[config.mk]
export PLATFORM = sky130hd
export DESIGN_NAME = logs_wmixer_flat
export DESIGN_NICKNAME = d
export VERILOG_FILES = /design/src/rtl/logs_audio_pkg.sv /design/src/rtl/logs_wmixer_if.sv /design/src/rtl/logs_weighted_sum.sv /design/src/rtl/logs_wmixer.sv /design/src/flat_wrapper.sv
export SDC_FILE = /design/constraint.sdc
export NUM_CORES = 1
export LEC_CHECK = 0
export CAP_MARGIN = 40
export CORE_MARGIN = 3
export CORE_UTILIZATION = 45
export DETAILED_ROUTE_END_ITERATION = 16
export GPL_TIMING_DRIVEN = 0
export PLACE_DENSITY = 0.72
export SLEW_MARGIN = 15
export SYNTH_ARGS = -nofsm -noshare
export SYNTH_HDL_FRONTEND = slang
export SYNTH_SLANG_ARGS = --single-unit
[constraint.sdc]
create_clock -name clk -period 4.15 [get_ports clk]
set_clock_uncertainty 0.2 [all_clocks]
set_input_delay 1.0375 -clock clk [delete_from_list [all_inputs] [get_ports clk]]
set_output_delay 1.0375 -clock clk [all_outputs]
set_load 0.01 [all_outputs]
[src/rtl/logs_audio_pkg.sv]
// Shared audio-mixer package: output mode encodings and the sum-width helper
// used to size the weighted channel sum.
package logs_audio_pkg;

    typedef enum logic {
        MODE_PWM = 1'b0,
        MODE_SDM = 1'b1
    } mode_e;

    // Width needed to hold the sum of n channels of gw-bit gains without overflow.
    function automatic int calc_sw(input int n, input int gw);
        return gw + $clog2(n + 1);
    endfunction

endpackage

[src/rtl/logs_wmixer_if.sv]
// Bus bundle for the weighted mixer: audio lines, channel controls and the
// mixed 1-bit output with its status strobes.
interface logs_wmixer_if #(
    parameter int N  = 4,
    parameter int GW = 3
);
    logic [N-1:0]    audio_in;
    logic [N-1:0]    audio_mask;
    logic [N*GW-1:0] gain;
    logic            mode;
    logic            clip_clr;
    logic            audio_out;
    logic            period_start;
    logic            clip;

    modport master (
        output audio_in, audio_mask, gain, mode, clip_clr,
        input  audio_out, period_start, clip
    );

    modport slave (
        input  audio_in, audio_mask, gain, mode, clip_clr,
        output audio_out, period_start, clip
    );
endinterface

[src/rtl/logs_weighted_sum.sv]
// Combinational masked gain sum: each enabled, active channel contributes its
// gain; the result is wide enough that it never overflows.
module logs_weighted_sum
    import logs_audio_pkg::*;
#(
    parameter int N  = 4,
    parameter int GW = 3,
    parameter int SW = calc_sw(N, GW)
) (
    input  logic [N-1:0]    i_audio_in,
    input  logic [N-1:0]    i_audio_mask,
    input  logic [N*GW-1:0] i_gain,
    output logic [SW-1:0]   o_sum
);

    logic [SW-1:0] w_term [N];

    for (genvar gi = 0; gi < N; gi++) begin : g_term
        assign w_term[gi] = (i_audio_in[gi] & i_audio_mask[gi])
                          ? SW'(i_gain[gi*GW +: GW]) : '0;
    end

    // Adder chain over all channel terms.
    always_comb begin
        o_sum = '0;
        for (int i = 0; i < N; i++) begin
            o_sum = o_sum + w_term[i];
        end
    end

endmodule

[src/rtl/logs_wmixer.sv]
// Weighted N-channel 1-bit audio mixer with saturating sum and PWM or
// first-order sigma-delta output. The sticky clip flag is only built when
// LOGS_WMIXER_CLIP_EN is defined; otherwise clip is tied low.
module logs_wmixer
    import logs_audio_pkg::*;
#(
    parameter int N  = 4,
    parameter int GW = 3,
    parameter int K  = 4
) (
    input logic         clk,
    input logic         rst,
    logs_wmixer_if.slave bus
);

    localparam int SW = calc_sw(N, GW);
    // Compare width large enough for both the raw sum and the 2^K full scale.
    localparam int CW = (SW > K + 1) ? SW : K + 1;
    localparam logic [CW-1:0] FULL_EXT = CW'(1) << K;
    localparam logic [K:0]    FULL     = {1'b1, {K{1'b0}}};
    localparam logic [K-1:0]  CNT_MAX  = '1;

    logic [SW-1:0] w_raw;
    logic [CW-1:0] w_raw_ext;
    logic          w_sat;
    logic [K:0]    w_sum_next;
    logic [K:0]    w_t;
    logic          w_mode_chg;

    logic [K:0]    r_sum_q;
    logic [K:0]    r_duty_q;
    logic [K-1:0]  r_counter;
    logic [K-1:0]  r_acc;
    mode_e         r_mode_q;
    logic          r_audio_out;
    logic          r_period_start;

    logs_weighted_sum #(
        .N  (N),
        .GW (GW),
        .SW (SW)
    ) u_sum (
        .i_audio_in   (bus.audio_in),
        .i_audio_mask (bus.audio_mask),
        .i_gain       (bus.gain),
        .o_sum        (w_raw)
    );

    assign w_raw_ext  = CW'(w_raw);
    assign w_sat      = (w_raw_ext > FULL_EXT);
    assign w_sum_next = w_sat ? FULL : w_raw_ext[K:0];
    assign w_t        = {1'b0, r_acc} + r_sum_q;
    assign w_mode_chg = (mode_e'(bus.mode) != r_mode_q);

    // Stage 1: register the saturated weighted sum and the requested mode.
    always_ff @(posedge clk) begin
        if (rst) begin
            r_sum_q  <= '0;
            r_mode_q <= MODE_PWM;
        end else begin
            r_sum_q  <= w_sum_next;
            r_mode_q <= mode_e'(bus.mode);
        end
    end

    // Stage 2: period counter, duty latch and the selected modulator.
    always_ff @(posedge clk) begin
        if (rst) begin
            r_counter      <= '0;
            r_duty_q       <= '0;
            r_acc          <= '0;
            r_audio_out    <= 1'b0;
            r_period_start <= 1'b0;
        end else begin
            // Strobe tracks the counter wrap in both modes so software timing holds.
            r_period_start <= (r_counter == CNT_MAX);
            if (w_mode_chg) begin
                // One quiet cycle with both modulators restarted from a known state.
                r_counter   <= '0;
                r_acc       <= '0;
                r_duty_q    <= r_sum_q;
                r_audio_out <= 1'b0;
            end else begin
                r_counter <= r_counter + 1'b1;
                // Duty only moves on the wrap, so a PWM period never gets a runt pulse.
                if (r_counter == CNT_MAX) begin
                    r_duty_q <= r_sum_q;
                end
                if (r_mode_q == MODE_PWM) begin
                    r_audio_out <= ({1'b0, r_counter} < r_duty_q);
                end else begin
                    r_audio_out <= w_t[K];
                    r_acc       <= w_t[K-1:0];
                end
            end
        end
    end

    assign bus.audio_out    = r_audio_out;
    assign bus.period_start = r_period_start;

`ifdef LOGS_WMIXER_CLIP_EN
    logic r_clip;

    // Sticky clip flag; a saturating update in the same cycle beats a clear.
    always_ff @(posedge clk) begin
        if (rst) begin
            r_clip <= 1'b0;
        end else if (w_sat) begin
            r_clip <= 1'b1;
        end else if (bus.clip_clr) begin
            r_clip <= 1'b0;
        end
    end

    assign bus.clip = r_clip;
`else
    logic w_unused_clip_clr;
    assign w_unused_clip_clr = bus.clip_clr;
    assign bus.clip          = 1'b0;
`endif

endmodule

[src/flat_wrapper.sv]
// flat-port wrapper written by rule: the top's interface ports become plain ports
module logs_wmixer_flat import logs_audio_pkg::*;
#(
    parameter int N  = 4,
    parameter int GW = 3,
    parameter int K  = 4
)
  (clk, rst, bus_audio_in, bus_audio_mask, bus_gain, bus_mode, bus_clip_clr, bus_audio_out, bus_period_start, bus_clip);
  logs_wmixer_if #(.N(N), .GW(GW)) bus_i ();
  input logic clk;
  input logic rst;
  input wire logic [$bits(bus_i.audio_in)-1:0] bus_audio_in;
  input wire logic [$bits(bus_i.audio_mask)-1:0] bus_audio_mask;
  input wire logic [$bits(bus_i.gain)-1:0] bus_gain;
  input wire logic [$bits(bus_i.mode)-1:0] bus_mode;
  input wire logic [$bits(bus_i.clip_clr)-1:0] bus_clip_clr;
  output wire logic [$bits(bus_i.audio_out)-1:0] bus_audio_out;
  output wire logic [$bits(bus_i.period_start)-1:0] bus_period_start;
  output wire logic [$bits(bus_i.clip)-1:0] bus_clip;
  assign bus_i.audio_in = bus_audio_in;
  assign bus_i.audio_mask = bus_audio_mask;
  assign bus_i.gain = bus_gain;
  assign bus_i.mode = bus_mode;
  assign bus_i.clip_clr = bus_clip_clr;
  assign bus_audio_out = bus_i.audio_out;
  assign bus_period_start = bus_i.period_start;
  assign bus_clip = bus_i.clip;
  logs_wmixer #(.N(N), .GW(GW), .K(K)) u_core (.clk(clk), .rst(rst), .bus(bus_i));
endmodule
Word-level counts from Yosys, hierarchy flattened
Cells that the tools add are included.
Operators by class
  eq/ne operators: 2
  add/subtract/negate cells: 5
  multiplexer cells: 8
  reduce and logical (&&, ||, !) cells: 3
  bitwise logic cells: 4
  magnitude comparators: 2
Operator list (number)
  $mux W5: 3
  $mux W3: 4
  $add A5 B3 Y6: 1
  $gt A6 B5 Y1 const B: 1
  $add A4 B3 Y5: 1
  $add A4 B5 Y5: 1
  $lt A4 B5 Y1: 1
  $add A3 B3 Y4: 1
  $add A4 B1 Y4 const B: 1
  $and A1 B1 Y1: 4
  $eq A4 B4 Y1 const B: 1
  $reduce_or A2 Y1: 2
  $reduce_bool A2 Y1: 1
  $mux W1: 1
  $ne A1 B1 Y1: 1
Word-level totals
  output and inout port bits: 3
  logic and storage cells: 32
  input bits: 24
  register bits: 21

Depth between registers and ports, before layout
  word-level depth: 7
  gate-level depth with buffers: 9
  mapped depth without buffers: 9

Cells and area by module
From an unflattened synthesis, not the netlist that was laid out.
Second synthesis, totals
  cells, all modules: 139
  area, all modules: 1273.7 um^2
By module, submodules not included
  logs_wmixer: seq. area each 420.4 um^2, times used 1, cells an instance 102, area each 969.7 um^2
  logs_weighted_sum: seq. area each 0.0 um^2, times used 1, cells an instance 37, area each 304.0 um^2

Least setup slack after synthesis
No wires, ideal clock.
  path kind: input to register
  from: in bus_gain[11]
  to: reg u_core.r_sum_q[0]
  path slack: 0.778 ns
  stages: 9
  arrival: 3.113 ns
  data required time: 3.891 ns
  setup time: 0.059 ns
  path buffers: 0
  cells stage by stage: nand3_1 > fa_1 > inv_1 > fa_1 > ha_1 > a21o_1 > a21oi_1 > nor2b_1 > and2_1
Between the ends
  longest elaborated chain between the ends: 4
RTL lines
  start, declared: RTL line flat_wrapper.sv:14  | input wire logic [$bits(bus_i.gain)-1:0] bus_gain;
  $mux W3: RTL line logs_weighted_sum.sv:20  | ? SW'(i_gain[gi*GW +: GW]) : '0;
  $add A5 B3 Y6: RTL line logs_weighted_sum.sv:27  | o_sum = o_sum + w_term[i];
  $gt A6 B5 Y1: RTL line logs_wmixer.sv:50  | assign w_sat = (w_raw_ext > FULL_EXT);
  $reduce_or A2 Y1 (no source line)
  end signal, assigned: RTL line logs_wmixer.sv:61  | r_sum_q <= w_sum_next;
  end, declared: RTL line logs_wmixer.sv:30  | logic [K:0] r_sum_q;
Every way passes these cells.
A chain may end at the register's enable or synchronous reset.

Final worst setup path
  from: in bus_audio_in[3]
  to: reg u_core.r_sum_q[1]
Between the ends
  longest elaborated chain between the ends: 5
RTL lines
  start, declared: RTL line flat_wrapper.sv:12  | input wire logic [$bits(bus_i.audio_in)-1:0] bus_audio_in;
  $and A1 B1 Y1 *: RTL line logs_weighted_sum.sv:19  | assign w_term[gi] = (i_audio_in[gi] & i_audio_mask[gi])
  $mux W3 *: RTL line logs_weighted_sum.sv:20
  $add A5 B3 Y6 *: RTL line logs_weighted_sum.sv:27
  $gt A6 B5 Y1: RTL line logs_wmixer.sv:50
  $reduce_or A2 Y1 (no source line)
Every way passes the cells marked *; elsewhere a longest branch is shown, timed or not.

==> flow_summary.json <==
{
  "cp.arrival_ns": 3.82,
  "post-dp-hpwl_um": 1890,
  "antenna_found_initial": 0,
  "first_pass_iters": 4,
  "cp_max_fo": 3,
  "grt.overflow.total": 0,
  "met3_usage": 0.0175,
  "finalCritPeriodShare": 0.908,
  "yosys_warnings": 0,
  "grt.busiest_layer": "met2",
  "required_ns": 4.20,
  "clk_latency_ns": 0.30,
  "finalWirelength_um": 2160,
  "ctsResizeCount": 0,
  "routedWlPerCell_um": 11.3,
  "clock_sinks": 21,
  "yosysMostFrequentCell": "dfxtp_1",
  "drive_gt1_frac": 0.0679,
  "ys_types": 31,
  "synthTopCellsByArea": "dfxtp_1 33%, ha_1 12%, fa_1 11%",
  "use_met1": 0.150,
  "initial_utilization": 0.491,
  "synth_top_area_frac": 0.333,
  "path_class": "in2reg",
  "ys_seq_elements": 21,
  "register_area_um2": 420,
  "grt_use_total": 0.142,
  "final_core_util": 0.610,
  "syn_area_um2": 1260,
  "drt-initial-drc-count": 39,
  "use_met2": 0.282,
  "leakagePower_nw": 0.665,
  "clkTransAtPathRegs_ns": 0.12,
  "start_kind": "primary input",
  "endpoint_kind": "register",
  "postRouteAntennaNets": 0,
  "ys_seq_area_frac": 0.333,
  "rows": 18,
  "clk_path_buf_depth": 2,
  "grt_pass1_vias": 989,
  "fmax_ghz": 0.265,
  "vias": 980,
  "synthCells": 134,
  "place_congestion": 0.744,
  "finalHoldViolations": 0,
  "fin_crit_ns": 3.77,
  "grt_max_degree": 12,
  "die_w_um": 58.9,
  "async_reset_ff_frac": 0,
  "area_growth_pct": 24.1,
  "post_cts_buffers": 0,
  "io_pins": 27,
  "setup_tns_ns": 0,
  "io_buffer_count": 24,
  "die_area_um2": 3470,
  "synth-edff-count": 0,
  "outcome": "finished clean",
  "core_area_um2": 2570,
  "synth-main-ff-cell": "dfxtp_1",
  "synth.avg_cell_area_um2": 9.41,
  "via_per_inst": 5.10,
  "numCtsBuffers": 3,
  "num-fill-cells": 242,
  "root_buffer": "clkbuf_4",
  "fin_area_um2": 1570,
  "drv_cap": 0,
  "diodes": 0,
  "rsz0062_at_grt": "false",
  "drc_errors": 0,
  "hold_buffers": 0,
  "grt_pass1_wl_um": 3840,
  "multi_input_area_um2": 751,
  "yosysTopAreaCell": "dfxtp_1",
  "setup_viol": 0,
  "powerDensity_nw_per_um2": 258,
  "ir_drop_uv": 250,
  "htreeDepth": 1,
  "slew_viol_final": 0,
  "synthesis.nets": 177,
  "power.total_w": 0.000403,
  "die_h_um": 58.9,
  "cts_tree": "yes",
  "place_area_um2": 1540,
  "nets": 206,
  "min_path_type": "reg2reg",
  "yosys-top-cells-count": "21 x dfxtp_1, 18 x nand3_1, 15 x inv_1"
}
[layout by cell type (no fill, tap or decap), types with 6 or more instances in the layout]
master           synthesis  final
a21oi_1                  7      7
inv_1                   15     15
dfxtp_1                 21     21
fa_1                     7      7
nand2_1                  6      6
ha_1                    12     12
nand3_1                 18     18
nor2_1                  14     14
clkdlybuf4s50_1          0     24
[area by class of cell]
class / count / share of cell area
inverters: 15 / 0.0360
well taps: 30 / 0.0240
multi-input cells: 94 / 0.480
repair buffers: 24 / 0.153
plain buffers: 4 / 0.0216
clock buffers: 4 / 0.0168
flip-flops and latches: 21 / 0.269
[report_power, final]
group,internal (W),switching (W),total (W)
Sequential,0.000211,0.00000625,0.000218
Combinational,0.0000486,0.0000406,0.0000892
Clock,0.0000375,0.0000591,0.0000966
[worst max-delay path, cell delays in order]
cell and delay [ns]:
clkdlybuf4s50_1 0.50, nand3_1 0.13, fa_1 0.54, inv_1 0.05
fa_1 0.49, ha_1 0.32, a21o_1 0.18, a21oi_1 0.24
nor2b_1 0.19, and2_1 0.13
[per-stage QoR]
stage | cells | worst slack [ns] | hold slack (ns)
floorplan | 134 | 0.778 | 0.225
global placement | 188 | 0.131 | 0.245
detailed placement | 188 | 0.0810 | 0.260
CTS | 192 | 0.390 | 0.276
global route | 192 | 0.233 | 0.297
finish | 192 | 0.383 | 0.268
[state kept, by name (all words and copies together), names as in the netlist]
register	flops
u_core.bus.period_start	1
u_core.r_acc	4
u_core.bus.audio_out	1
u_core.r_mode_q	1
u_core.r_counter	4
u_core.r_sum_q	5
u_core.r_duty_q	5
[worst paths after layout]
check / depth (start not counted) / slack (ns) / endpoint / startpoint
worst max-delay path: 10 / 0.38 / u_core.r_sum_q[1]$_SDFF_PP0_ / bus_audio_in[3]
worst min-delay path: 2 / 0.27 / u_core.r_duty_q[2]$_SDFFE_PP0P_ / u_core.r_sum_q[2]$_SDFF_PP0_
worst max register to register: 7 / 2.30 / u_core.bus.audio_out$_SDFF_PP0_ / u_core.r_sum_q[0]$_SDFF_PP0_
worst min register to register: 2 / 0.27 / u_core.r_duty_q[2]$_SDFFE_PP0P_ / u_core.r_sum_q[2]$_SDFF_PP0_
[logic make-up after synthesis]
| kind of cell | count (synthesis) | share of synthesized area |
|---|---|---|
| flip-flops | 21 | 0.333 |
| buffers and inverters | 19 | 0.0714 |
| XOR/XNOR | 6 | 0.0566 |
| adder cells (fa/ha/maj) | 19 | 0.230 |
| AO/OA/AOI/OAI | 15 | 0.0833 |
| multiplexers | 2 | 0.0159 |
| AND/OR/NAND/NOR | 51 | 0.206 |
| other | 1 | 0.00297 |
[routing by layer]
metal,part of all wire,vias to the layer above
li1,-,501
met2,0.52,27
met5,0,-
met4,0.0060,0
met3,0.044,2
met1,0.43,450
(Power assumes the default switching activity.)
